<file path="src/rtl/alu_pkg.sv">
// Shared definitions for the ALU and its two-port arbiter: opcodes,
// arbiter FSM encoding and arbitration mode constants.
package alu_pkg;

    localparam logic [2:0] ALU_AND  = 3'b000;
    localparam logic [2:0] ALU_OR   = 3'b001;
    localparam logic [2:0] ALU_ADD  = 3'b010;
    localparam logic [2:0] ALU_XOR  = 3'b011;
    localparam logic [2:0] ALU_NOR  = 3'b100;
    localparam logic [2:0] ALU_SRL  = 3'b101;
    localparam logic [2:0] ALU_SUB  = 3'b110;
    localparam logic [2:0] ALU_SLTU = 3'b111;

    typedef enum logic [1:0] {
        IDLE = 2'd0,
        EXEC = 2'd1,
        DONE = 2'd2
    } arb_state_t;

    localparam int PRIO_RR    = 0;
    localparam int PRIO_FIXED = 1;

endpackage

</file>
<file path="src/rtl/alu.sv">
// 32-bit combinational ALU with zero and signed-overflow flags.
module alu
    import alu_pkg::*;
(
    input  logic [31:0] a,
    input  logic [31:0] b,
    input  logic [2:0]  op,
    output logic [31:0] y,
    output logic        zero,
    output logic        ovf
);

    logic [31:0] sum;
    logic [31:0] diff;

    assign sum  = a + b;
    assign diff = a - b;

    always_comb begin
        y   = '0;
        ovf = 1'b0;
        case (op)
            ALU_AND:  y = a & b;
            ALU_OR:   y = a | b;
            ALU_ADD: begin
                y   = sum;
                ovf = (a[31] == b[31]) && (sum[31] != a[31]);
            end
            ALU_XOR:  y = a ^ b;
            ALU_NOR:  y = ~(a | b);
            // Shift amount is the whole of b, so anything >= 32 yields 0.
            ALU_SRL:  y = a >> b;
            ALU_SUB: begin
                y   = diff;
                ovf = (a[31] != b[31]) && (diff[31] != a[31]);
            end
            ALU_SLTU: y = {31'd0, (a < b)};
            default:  y = '0;
        endcase
    end

    assign zero = (y == 32'd0);

endmodule

</file>
<file path="src/rtl/alu_rr_pick.sv">
// Two-way request picker: round-robin against last winner, or fixed
// priority to port 0 when prio_mode is set.
module alu_rr_pick (
    input  logic req0,
    input  logic req1,
    input  logic last,
    input  logic prio_mode,
    output logic pick_valid,
    output logic pick_id
);

    always_comb begin
        pick_valid = req0 | req1;
        pick_id    = 1'b0;
        if (req0 && req1) begin
            pick_id = prio_mode ? 1'b0 : ~last;
        end else begin
            pick_id = req1;
        end
    end

endmodule

</file>
<file path="src/rtl/alu_arbiter.sv">
// Arbitrates two requesters onto one shared ALU, one operation in flight.
// Optional registered zero flag enabled by the ALU_ARB_ZERO_EN macro.
//
// state | meaning
// IDLE  | waiting for a request; grant and operand latch happen here
// EXEC  | ALU runs on latched operands; result captured at the edge
// DONE  | result valid pulse to owner; owner becomes last winner
module alu_arbiter
    import alu_pkg::*;
#(
    parameter int PRIO_MODE = 0
) (
    input  logic        clk,
    input  logic        rst,
    input  logic        req0,
    input  logic        req1,
    input  logic [2:0]  op0,
    input  logic [2:0]  op1,
    input  logic [31:0] a0,
    input  logic [31:0] b0,
    input  logic [31:0] a1,
    input  logic [31:0] b1,
    output logic        gnt0,
    output logic        gnt1,
    output logic        vld0,
    output logic        vld1,
    output logic [31:0] res,
`ifdef ALU_ARB_ZERO_EN
    output logic        zero,
`endif
    output logic        busy
);

    arb_state_t  state;
    logic [2:0]  op_q;
    logic [31:0] a_q;
    logic [31:0] b_q;
    logic        owner;
    logic        last;
    logic        pick_valid;
    logic        pick_id;
    logic        grant;
    logic [31:0] alu_y;
    logic        alu_zero;
    logic        unused_ovf;

    alu_rr_pick u_pick (
        .req0       (req0),
        .req1       (req1),
        .last       (last),
        .prio_mode  (PRIO_MODE == PRIO_FIXED),
        .pick_valid (pick_valid),
        .pick_id    (pick_id)
    );

    alu u_alu (
        .a    (a_q),
        .b    (b_q),
        .op   (op_q),
        .y    (alu_y),
        .zero (alu_zero),
        .ovf  (unused_ovf)
    );

`ifndef ALU_ARB_ZERO_EN
    logic unused_zero;
    assign unused_zero = alu_zero;
`endif

    // Grant is decided in the IDLE cycle itself; held off while in reset.
    assign grant = (state == IDLE) && pick_valid && !rst;
    assign gnt0  = grant && !pick_id;
    assign gnt1  = grant && pick_id;
    assign busy  = grant || (state != IDLE);

    always_ff @(posedge clk) begin
        if (rst) begin
            state <= IDLE;
            vld0  <= 1'b0;
            vld1  <= 1'b0;
            res   <= '0;
`ifdef ALU_ARB_ZERO_EN
            zero  <= 1'b0;
`endif
            last  <= 1'b1;
            owner <= 1'b0;
            op_q  <= ALU_AND;
            a_q   <= '0;
            b_q   <= '0;
        end else begin
            vld0 <= 1'b0;
            vld1 <= 1'b0;
            case (state)
                IDLE: begin
                    if (pick_valid) begin
                        op_q  <= pick_id ? op1 : op0;
                        a_q   <= pick_id ? a1  : a0;
                        b_q   <= pick_id ? b1  : b0;
                        owner <= pick_id;
                        state <= EXEC;
                    end
                end
                EXEC: begin
                    res   <= alu_y;
`ifdef ALU_ARB_ZERO_EN
                    zero  <= alu_zero;
`endif
                    vld0  <= !owner;
                    vld1  <= owner;
                    state <= DONE;
                end
                DONE: begin
                    last  <= owner;
                    state <= IDLE;
                end
                default: state <= IDLE;
            endcase
        end
    end

endmodule

</file>
<file path="config.mk">
export PLATFORM = sky130hd
export DESIGN_NAME = alu_arbiter
export DESIGN_NICKNAME = d
export VERILOG_FILES = /design/src/rtl/alu_pkg.sv /design/src/rtl/alu.sv /design/src/rtl/alu_rr_pick.sv /design/src/rtl/alu_arbiter.sv
export SDC_FILE = /design/constraint.sdc
export NUM_CORES = 1
export LEC_CHECK = 0
export CORE_AREA = 3 3 208 169
export CTS_CLUSTER_SIZE = 30
export DETAILED_ROUTE_END_ITERATION = 12
export DIE_AREA = 0 0 211 172
export PLACE_DENSITY_LB_ADDON = 0.15
export SKIP_CTS_REPAIR_TIMING = 1
export SLEW_MARGIN = 0
export SYNTH_ARGS = -nofsm -noshare
export SYNTH_HDL_FRONTEND = slang
export SYNTH_SLANG_ARGS = --single-unit
export TNS_END_PERCENT = 1
</file>
<file path="constraint.sdc">
create_clock -name clk -period 4.7 [get_ports clk]
set_input_delay 1.175 -clock clk [delete_from_list [all_inputs] [get_ports clk]]
set_output_delay 1.175 -clock clk [all_outputs]
set_load 0.02 [all_outputs]
</file>
==> run metrics <==
number of placed instances, taps included 2070; HPWL after DPL 36.81 mm; maximum fanout encountered on the critical timing path 10; nature of the critical path endpoint output pin; Ant. Diodes 0; multi-input gate area in the final layout 8660 µm²; number of max-cap violations 0; Pins Over Slew Limit 0; area leader, netlist dfxtp_1; synth cell count leaders 183 x nor2_1, 119 x mux2i_1, 105 x dfxtp_1; Global Route Usage Sum 26.09%; Ports 175; number of warning messages in the yosys log 0; Synth Net Count 1771; maximum buffer depth of the clock tree 2; area taken by flip-flops and latches 2106 µm²; Fmax achieved 248.4 MHz; outcome complete, no violations; detailed-route DRC error count 0; cell with the most instances after synthesis nor2_1; first-pass GRT wire length 72.62 mm; initial antenna violation count 1; cell type with the highest occurrence count on the critical path clkdlybuf4s50_1; detailed-route wire length per cell 23.19 µm; Critical Path AT 2.85 ns; worst setup path class in2out; share of the synthesized area in the top cell type 18.11%; first-pass detailed-route iteration total 7; clock tree from TritonCTS built; final cell count without fillers 2085; highest-delay cell along the critical path clkdlybuf4s50_1; share of the yosys chip area belonging to registers 18.11%; Site Rows 60; Area growth syn-to-layout 21.39%; number of library cell types mapped by synthesis 93; final weighted congestion in routability-driven placement 0.9574; worst-margin pin slew 1.151 ns; Primary FF master, synth dfxtp_1; required time at the endpoint of the critical path 3.52 ns; x dimension of the die 211 µm; initial core utilization 34.74%; violation count after the first detailed-route iteration 1272; final setup skew 0.03462 ns; fraction of synthesis flops using an asynchronous set or reset pin 0%; number of buffers created by CTS 9; core outline area 33410 µm²; Setup-failing EPs final 0; headroom to the max-slew limit 22.96%; Final Hold Violating Endpoints 0; clock network latency to the later pin of the worst-skew pair 0.39 ns; via count of the first global-routing pass 11650; peak per-stage delay on the critical path 0.60 ns; Via Count 12469; largest cells by area after synthesis dfxtp_1 18%, ha_1 10%, mux2i_1 10%; number of filler instances in the final layout 3451; setup TNS 0 ns; number of enable-type register cells in the synthesized netlist 0; Post-Synthesis Cells 1535; HP Class reg2reg; count of port buffers added during placement 174; startpoint kind of the worst setup timing path primary input; share of the clock period used by the worst path 85.67%; total of flip-flops plus latches after synthesis 105; mean area per synthesized cell 7.560 µm²; total length of routed wires 48.34 mm; maximum number of pins on one net before global-route repair 136; share of post-route cells with drive strength above 1 7.026%; power per unit of standard cell area 301.5 nW/µm²; reported leakage power 5.440 nW; buffer cell driving the clock tree root clkbuf_16; routed vias/inst 5.980; H-tree lvl count 3; DIE HEIGHT 172 µm; Die Area 36290 µm²; final-stage net count 1883; maximum vdd drop 0.1622 mV; post-synthesis instance area 11600 µm²; clock-pin slew on the worst setup and hold paths 0.07 ns; overflow left after global routing 0; critical-path cell list clkdlybuf4s50_1 -> a21boi_4 -> and2_1 -> clkdlybuf4s50_1; sink count of the clock tree 105; RSZ-0062 raised after global routing no; clock period minus worst slack 4.027 ns; Antenna Nets Post-Route 0
==> layer usage <==
metal | up-vias | global-route usage [%] | routed length, µm
met3 | 56 | 7.364 | 5123
met2 | 689 | 36.20 | 19040
met4 | 0 | 5.180 | 773
met1 | 5827 | 39.76 | 23410
li1 | 5897 | - | -
met5 | - | 0 | 0
==> power breakdown <==
group / internal (mW) / switching [mW] / leakage [nW]
clock: 0.372 / 0.430 / 0.141
combinational: 0.918 / 1.39 / 4.43
sequential: 0.989 / 0.149 / 0.869
total: 2.28 / 1.97 / 5.44
==> cells in the final DEF (no fill, tap or decap), types with 51 or more instances in the layout <==
cell type and instances:
a211oi_1 92, inv_1 93, ha_1 96, nor3_1 51, o21ai_0 81, a21oi_1 96
nand2_1 101, mux2i_1 119, dfxtp_1 102, clkdlybuf4s50_1 173, nor2_1 182
==> state kept, by name, summed over array words and instances, names as in the netlist <==
register and count:
a_q 32, b_q 32, res 32, op_q 3, state 2, last 1
owner 1, vld0 1, vld1 1
==> final timing paths <==
kind,from,to,slack (ns),cells past startpoint
max,req1,gnt1,0.67,4
min,res[12]$_SDFFE_PP0N_,res[12]$_SDFFE_PP0N_,0.45,2
max reg2reg,a_q[0]$_SDFFE_PP0P_,res[26]$_SDFFE_PP0N_,1.11,12
min reg2reg,res[12]$_SDFFE_PP0N_,res[12]$_SDFFE_PP0N_,0.45,2
==> worst max-delay path: cells and delay by family <==
| kind | cells | cell delay (ns) |
|---|---|---|
| buffers and inverters | 2 | 1.10 |
| AOI/OAI and AO/OA | 1 | 0.39 |
| and+or+nand+nor | 1 | 0.18 |
==> area by class of cell <==
| type | instances | share of cell area (%) |
|---|---|---|
| multi-input cells | 1209 | 61.47 |
| repair buffers | 223 | 15.05 |
| flip-flops and latches | 105 | 14.95 |
| well taps | 434 | 3.855 |
| inverters | 99 | 2.638 |
| clock buffers | 9 | 1.599 |
| clock inverters | 6 | 0.4441 |
==> cells by family (layout without fill, tap and decap cells) <==
kind of cell,Yosys count,in the layout,share of synthesized area (%)
AOI/OAI and AO/OA,485,485,29.01
DFF,105,105,18.11
muxes,144,144,14.73
xor gates and xnor gates,21,21,1.585
and+or+nand+nor,461,461,18.42
buffers and inverters,221,337,7.450
adders and majority gates,98,98,10.70
==> per-stage QoR <==
| step | total power [mW] | setup WS, ns | cell area, µm² | hold slack (ns) | util (%) |
|---|---|---|---|---|---|
| 2_1_floorplan | 2.642 | 1.002 | 11600 | 0.4413 | - |
| 3_5_place_dp | 3.403 | 0.6858 | 13800 | 0.4463 | 41.31 |
| 6_report | 4.247 | 0.6734 | 14090 | 0.4549 | 42.17 |
| 5_1_grt | 4.510 | 0.6295 | 14090 | 0.4809 | 42.17 |
| 3_3_place_gp | 3.399 | 0.6740 | 13800 | 0.4394 | 41.31 |
| 4_1_cts | 4.210 | 0.6779 | 14090 | 0.4589 | 42.17 |
Note: power is estimated with default switching activity, not from simulation.
==> RTL edit 1, RTL diff (same settings) <==
Remove the case item `ALU_SRL` of the case on `op`.
--- a/src/rtl/alu.sv
+++ b/src/rtl/alu.sv
@@ -31,3 +31,2 @@
             // Shift amount is the whole of b, so anything >= 32 yields 0.
-            ALU_SRL:  y = a >> b;
             ALU_SUB: begin
Formal check against the unedited RTL: not equivalent (a bounded check fails within 4 cycles, from zero or initial values and one cycle with rst high).
==> RTL edit 1 against the unedited design <==
Final area fell by 14%. Area after synthesis fell by 17%. Via count fell by 20%. Wire length fell by 22%. Power fell by 10%. Sequential cell count did not move. Setup slack improved by 88 ps. Register-to-register slack got worse by 240 ps.
==> RTL edit 1: results (changes against the unedited design) <==
Synthesis
  – XOR/XNOR share of the synthesized area: 1.45% (was 1.58%)
  – Complex-gate fraction of the synthesized area: 30.7% (was 29.0%)
  – Yosys cell types: 73 (was 93)
  – Sequential fraction of the synthesis area: 21.8% (was 18.1%)
  – Ranking of synthesized cells by area: dfxtp_1 (22%), ha_1 (14%), mux2i_1 (8.7%), a211oi_1 (5.7%), nor2_1 (5.6%) (was dfxtp_1 (18%), ha_1 (10%), mux2i_1 (10%), a211oi_1 (6.0%), nor2_1 (5.9%))
  – Top-area cell type share of the netlist area: 21.8% (was 18.1%)
  – Post-Synth Adder-Cell Area: 14.4% (was 10.7%)

Finish
  – Layout fillers: 3,560 (was 3,451)
  – Fin nets: 1,630 (was 1,883)

Power and ir drop
  – Leak Pwr: 4.73 nW (was 5.44 nW)
  – Worst VDD drop: 206 uV (was 162 uV)

Run status
  – Outcome: complete, no violations (unchanged)

Placed design
  – HPWL after DPL: 28.3 mm (was 36.8 mm)
  – GP Congestion: 0.933 (was 0.957)

Routing
  – Avg WL per Cell: 20.7 um (was 23.2 um)
  – Vias/cell: 5.45 (was 5.98)
  – TritonRoute pass-1 iters: 6 (was 7)

Worst setup path
  – Worst r2r src: a_q[8]$_SDFFE_PP0P_ (was a_q[0]$_SDFFE_PP0P_)
  – R2R Setup Slk: 870 ps (was 1110 ps)
  – Reg2Reg Capture Point: res[23]$_SDFFE_PP0N_ (was res[26]$_SDFFE_PP0N_)
  – Worst endpoint data arrival time: 2760 ps (was 2850 ps)

Global routing
  – Vias in the first global route: 9,264 (was 11.7k)

Min path
  – Worst hold start: res[17]$_SDFFE_PP0N_ (was res[12]$_SDFFE_PP0N_)
  – Hold Path End: res[17]$_SDFFE_PP0N_ (was res[12]$_SDFFE_PP0N_)

Clock network
  – Clk_lat worst skew: 370 ps (was 390 ps)

Timing
  – Worst-margin pin slew: 995 ps (was 1150 ps)
RTL edit 1: cell types whose count changed after synthesis, moves of 13 or more:
cell and delta:
clkbuf_1 -20, a211oi_1 -19, mux4_2 -21, nor2_1 -38, nand2_1 -22, mux2i_1 -35, nor4_1 -13, o21ai_0 -44
nor3_1 -19
RTL edit 1: how the worst max path moves through the flow:
stage	from	to	slack [ps]	cells past startpoint
finish	req0	gnt1	760	5
global route	req0	gnt1	680	5
CTS	req0	gnt1	740	5
detailed placement	req0	gnt1	760	5
global placement	req0	gnt1	790	5
floorplan	req1	gnt1	1290	4
RTL edit 1: critical path, stage by stage:
cell,delay (ps)
clkdlybuf4s50_1,470
o21ai_0,330
nor2_1,90
and2_1,170
clkdlybuf4s50_1,530
RTL edit 1: area by class of cell:
class	count	share of cell area (%)
Multi-Input combinational cell	968	56.7
Sequential cell	105	17.4
Timing Repair Buffer	196	15.8
Tap cell	434	4.49
Inverter	102	3.17
Clock buffer	10	1.89
Clock inverter	6	0.600
RTL edit 1: per-stage QoR:
step,hold WS [ps],area [um^2],cells,setup WS [ps]
after floorplan,441,9650,1263,1290
after global placement,438,11800,1805,789
after detailed placement,446,11800,1805,756
after CTS,458,12100,1821,743
after global routing,486,12100,1821,680
final,456,12100,1821,761
RTL edit 1: power by group:
| part | switching (mW) | internal, mW |
|---|---|---|
| registers | 0.120 | 0.985 |
| clock network | 0.400 | 0.423 |
| logic | 1.15 | 0.728 |
| total | 1.67 | 2.14 |
RTL edit 1: per-layer routing:
metal	up-vias	GRT usage (%)	wire length, um
met1	4627	31.3	19000
met3	18	5.22	3440
met2	392	28.2	14900
met5	-	0	0
met4	0	3.26	261
li1	4879	-	-
==> RTL edit 2, RTL diff (same settings) <==
Without the edit above. Change the parameter `PRIO_MODE` from 0 to 1.
--- a/src/rtl/alu_arbiter.sv
+++ b/src/rtl/alu_arbiter.sv
@@ -10,3 +10,3 @@
 #(
-    parameter int PRIO_MODE = 0
+    parameter int PRIO_MODE = 1
 ) (
Function: changed (a bounded check fails within 4 cycles, from zero or initial values and one cycle with rst high).
==> RTL edit 2 against the unedited design <==
Combinational power shrank 3%. Sequential cell count shrank 1. Final area shrank 2.6%. Count of clock-buffer cells in the layout grew 1. Wire length grew 1.0%. Highest routed layer unchanged. Critical endpoint unchanged. Setup slack gained 84 ps. Area after synthesis shrank 3.9%. Register-to-register slack lost 140 ps. Power shrank 1.8%. Die area is the same.
==> RTL edit 2: results (changes against the unedited design) <==
Synthesis
  – Sequential fraction of the synthesis area: 18.7% (was 18.1%)
  – Synth Instances: 1,497 (was 1,535)
  – Leading cell types by count after synthesis: nor2_1 (185), a21oi_1 (121), mux2i_1 (113) (was nor2_1 (183), mux2i_1 (119), dfxtp_1 (105))
  – Yosys cell types: 85 (was 93)
  – Mux cell area share after synthesis: 13.4% (was 14.7%)
  – Ranking of synthesized cells by area: dfxtp_1 (19%), ha_1 (11%), mux2i_1 (10%), nor2_1 (6.2%), a211oi_1 (6.1%) (was dfxtp_1 (18%), ha_1 (10%), mux2i_1 (10%), a211oi_1 (6.0%), nor2_1 (5.9%))
  – Syn_nets: 1,733 (was 1,771)
  – Synth warnings: 0 (unchanged)
  – Complex-gate fraction of the synthesized area: 29.0% (about the same)
  – Post-Synth Adder-Cell Area: 11.1% (was 10.7%)
  – XOR/XNOR share of the synthesized area: 2.20% (was 1.58%)
  – Main flop type after synthesis: dfxtp_1 (unchanged)

Clock network
  – Clk slew on worst S/H paths: 90 ps (was 70 ps)
  – Max clock buf depth: 2 (unchanged)
  – Clk root buf: clkbuf_16 (unchanged)
  – H-tree depth: 3 (unchanged)

Global routing
  – Vias in the first global route: 11.2k (was 11.7k)
  – Initial antenna violation count: 2 (was 1)
  – Pin count of the biggest net entering global routing: 66 (was 136)
  – Total track usage: 26.1% (about the same)
  – First-pass GRT wire length: 71.8 mm (was 72.6 mm)

Placed design
  – # port buffers: 174 (unchanged)
  – Worst slack, placed: 760 ps (was 686 ps)
  – GP Congestion: 0.984 (was 0.957)
  – HPWL after DPL: 37.5 mm (was 36.8 mm)
  – Placed cell area: 13,400 um^2 (was 13,800 um^2)
  – Placed insts: 2,046 (was 2,070)

Routing
  – Avg WL per Cell: 23.7 um (was 23.2 um)
  – DRT iter0 DRCs: 1,587 (was 1,272)
  – Vias: 12.2k (was 12.5k)
  – TritonRoute pass-1 iters: 7 (unchanged)

Finish
  – Layout cells sized above 1: 7.86% (was 7.03%)
  – Layout fillers: 3,526 (was 3,451)
  – Util after Layout: 41.1% (was 42.2%)
  – Final Non-Filler Cells: 2,063 (was 2,085)
  – Largest registers: a_q (32), b_q (32), res (32) (unchanged)
  – Fin nets: 1,859 (was 1,883)

Timing
  – Slew margin rel.: 22.4% (was 23.0%)
  – Clock skew: 16.4 ps (was 34.6 ps)

Worst setup path
  – Crit path max fanout: 3 (was 10)
  – Crit-path max cell delay: 530 ps (was 600 ps)
  – Worst endpoint data arrival time: 2770 ps (was 2850 ps)
  – CP max-delay cell: clkdlybuf4s50_1 (unchanged)
  – Delay-heaviest family, CP: buffers and inverters (unchanged)

Power and ir drop
  – Leak Pwr: 5.29 nW (was 5.44 nW)
  – Worst VDD drop: 169 uV (was 162 uV)

Run status
  – Outcome: complete, no violations (unchanged)
-- RTL edit 2: cell count changes after synthesis, sizes merged, moves of 6 or more --
cell	delta
xnor2	+7
nor4	-8
mux2i	-6
clkbuf	-9
o22ai	-7
a31oi	-9
mux4	-6
a21o	-6
nand2	+11
nor2b	-9
a221oi	+10
a21oi	+25
o21a	-7
-- RTL edit 2: layout make-up --
class | instances | area share, %
Multi-Input combinational cell | 1174 | 59.9
Timing Repair Buffer | 232 | 16.0
Sequential cell | 104 | 15.2
Tap cell | 434 | 3.96
Inverter | 102 | 2.79
Clock buffer | 10 | 1.67
Clock inverter | 6 | 0.456
Antenna cell | 1 | 0.0182
-- RTL edit 2: layer usage --
layer | track usage, % | up-vias | part of all wire, %
met5 | 0 | - | 0
met4 | 6.58 | 0 | 2.4
met3 | 7.04 | 63 | 12
met2 | 35.3 | 671 | 38
met1 | 40.1 | 5724 | 48
li1 | - | 5721 | -
-- RTL edit 2: path summary, 6_finish.rpt --
kind | start | slack, ps | depth (start not counted) | end
hold reg to reg | res[5]$_SDFFE_PP0N_ | 460 | 2 | res[5]$_SDFFE_PP0N_
setup / recovery | req0 | 760 | 5 | gnt1
setup reg to reg | b_q[0]$_SDFFE_PP0P_ | 970 | 13 | res[30]$_SDFFE_PP0N_
hold / removal | res[5]$_SDFFE_PP0N_ | 460 | 2 | res[5]$_SDFFE_PP0N_
-- RTL edit 2: where the power goes --
part / switching [mW] / total (mW) / internal (mW)
Clock: 0.433 / 0.809 / 0.376
Sequential: 0.135 / 1.11 / 0.979
Combinational: 1.37 / 2.25 / 0.878
Total: 1.94 / 4.17 / 2.23
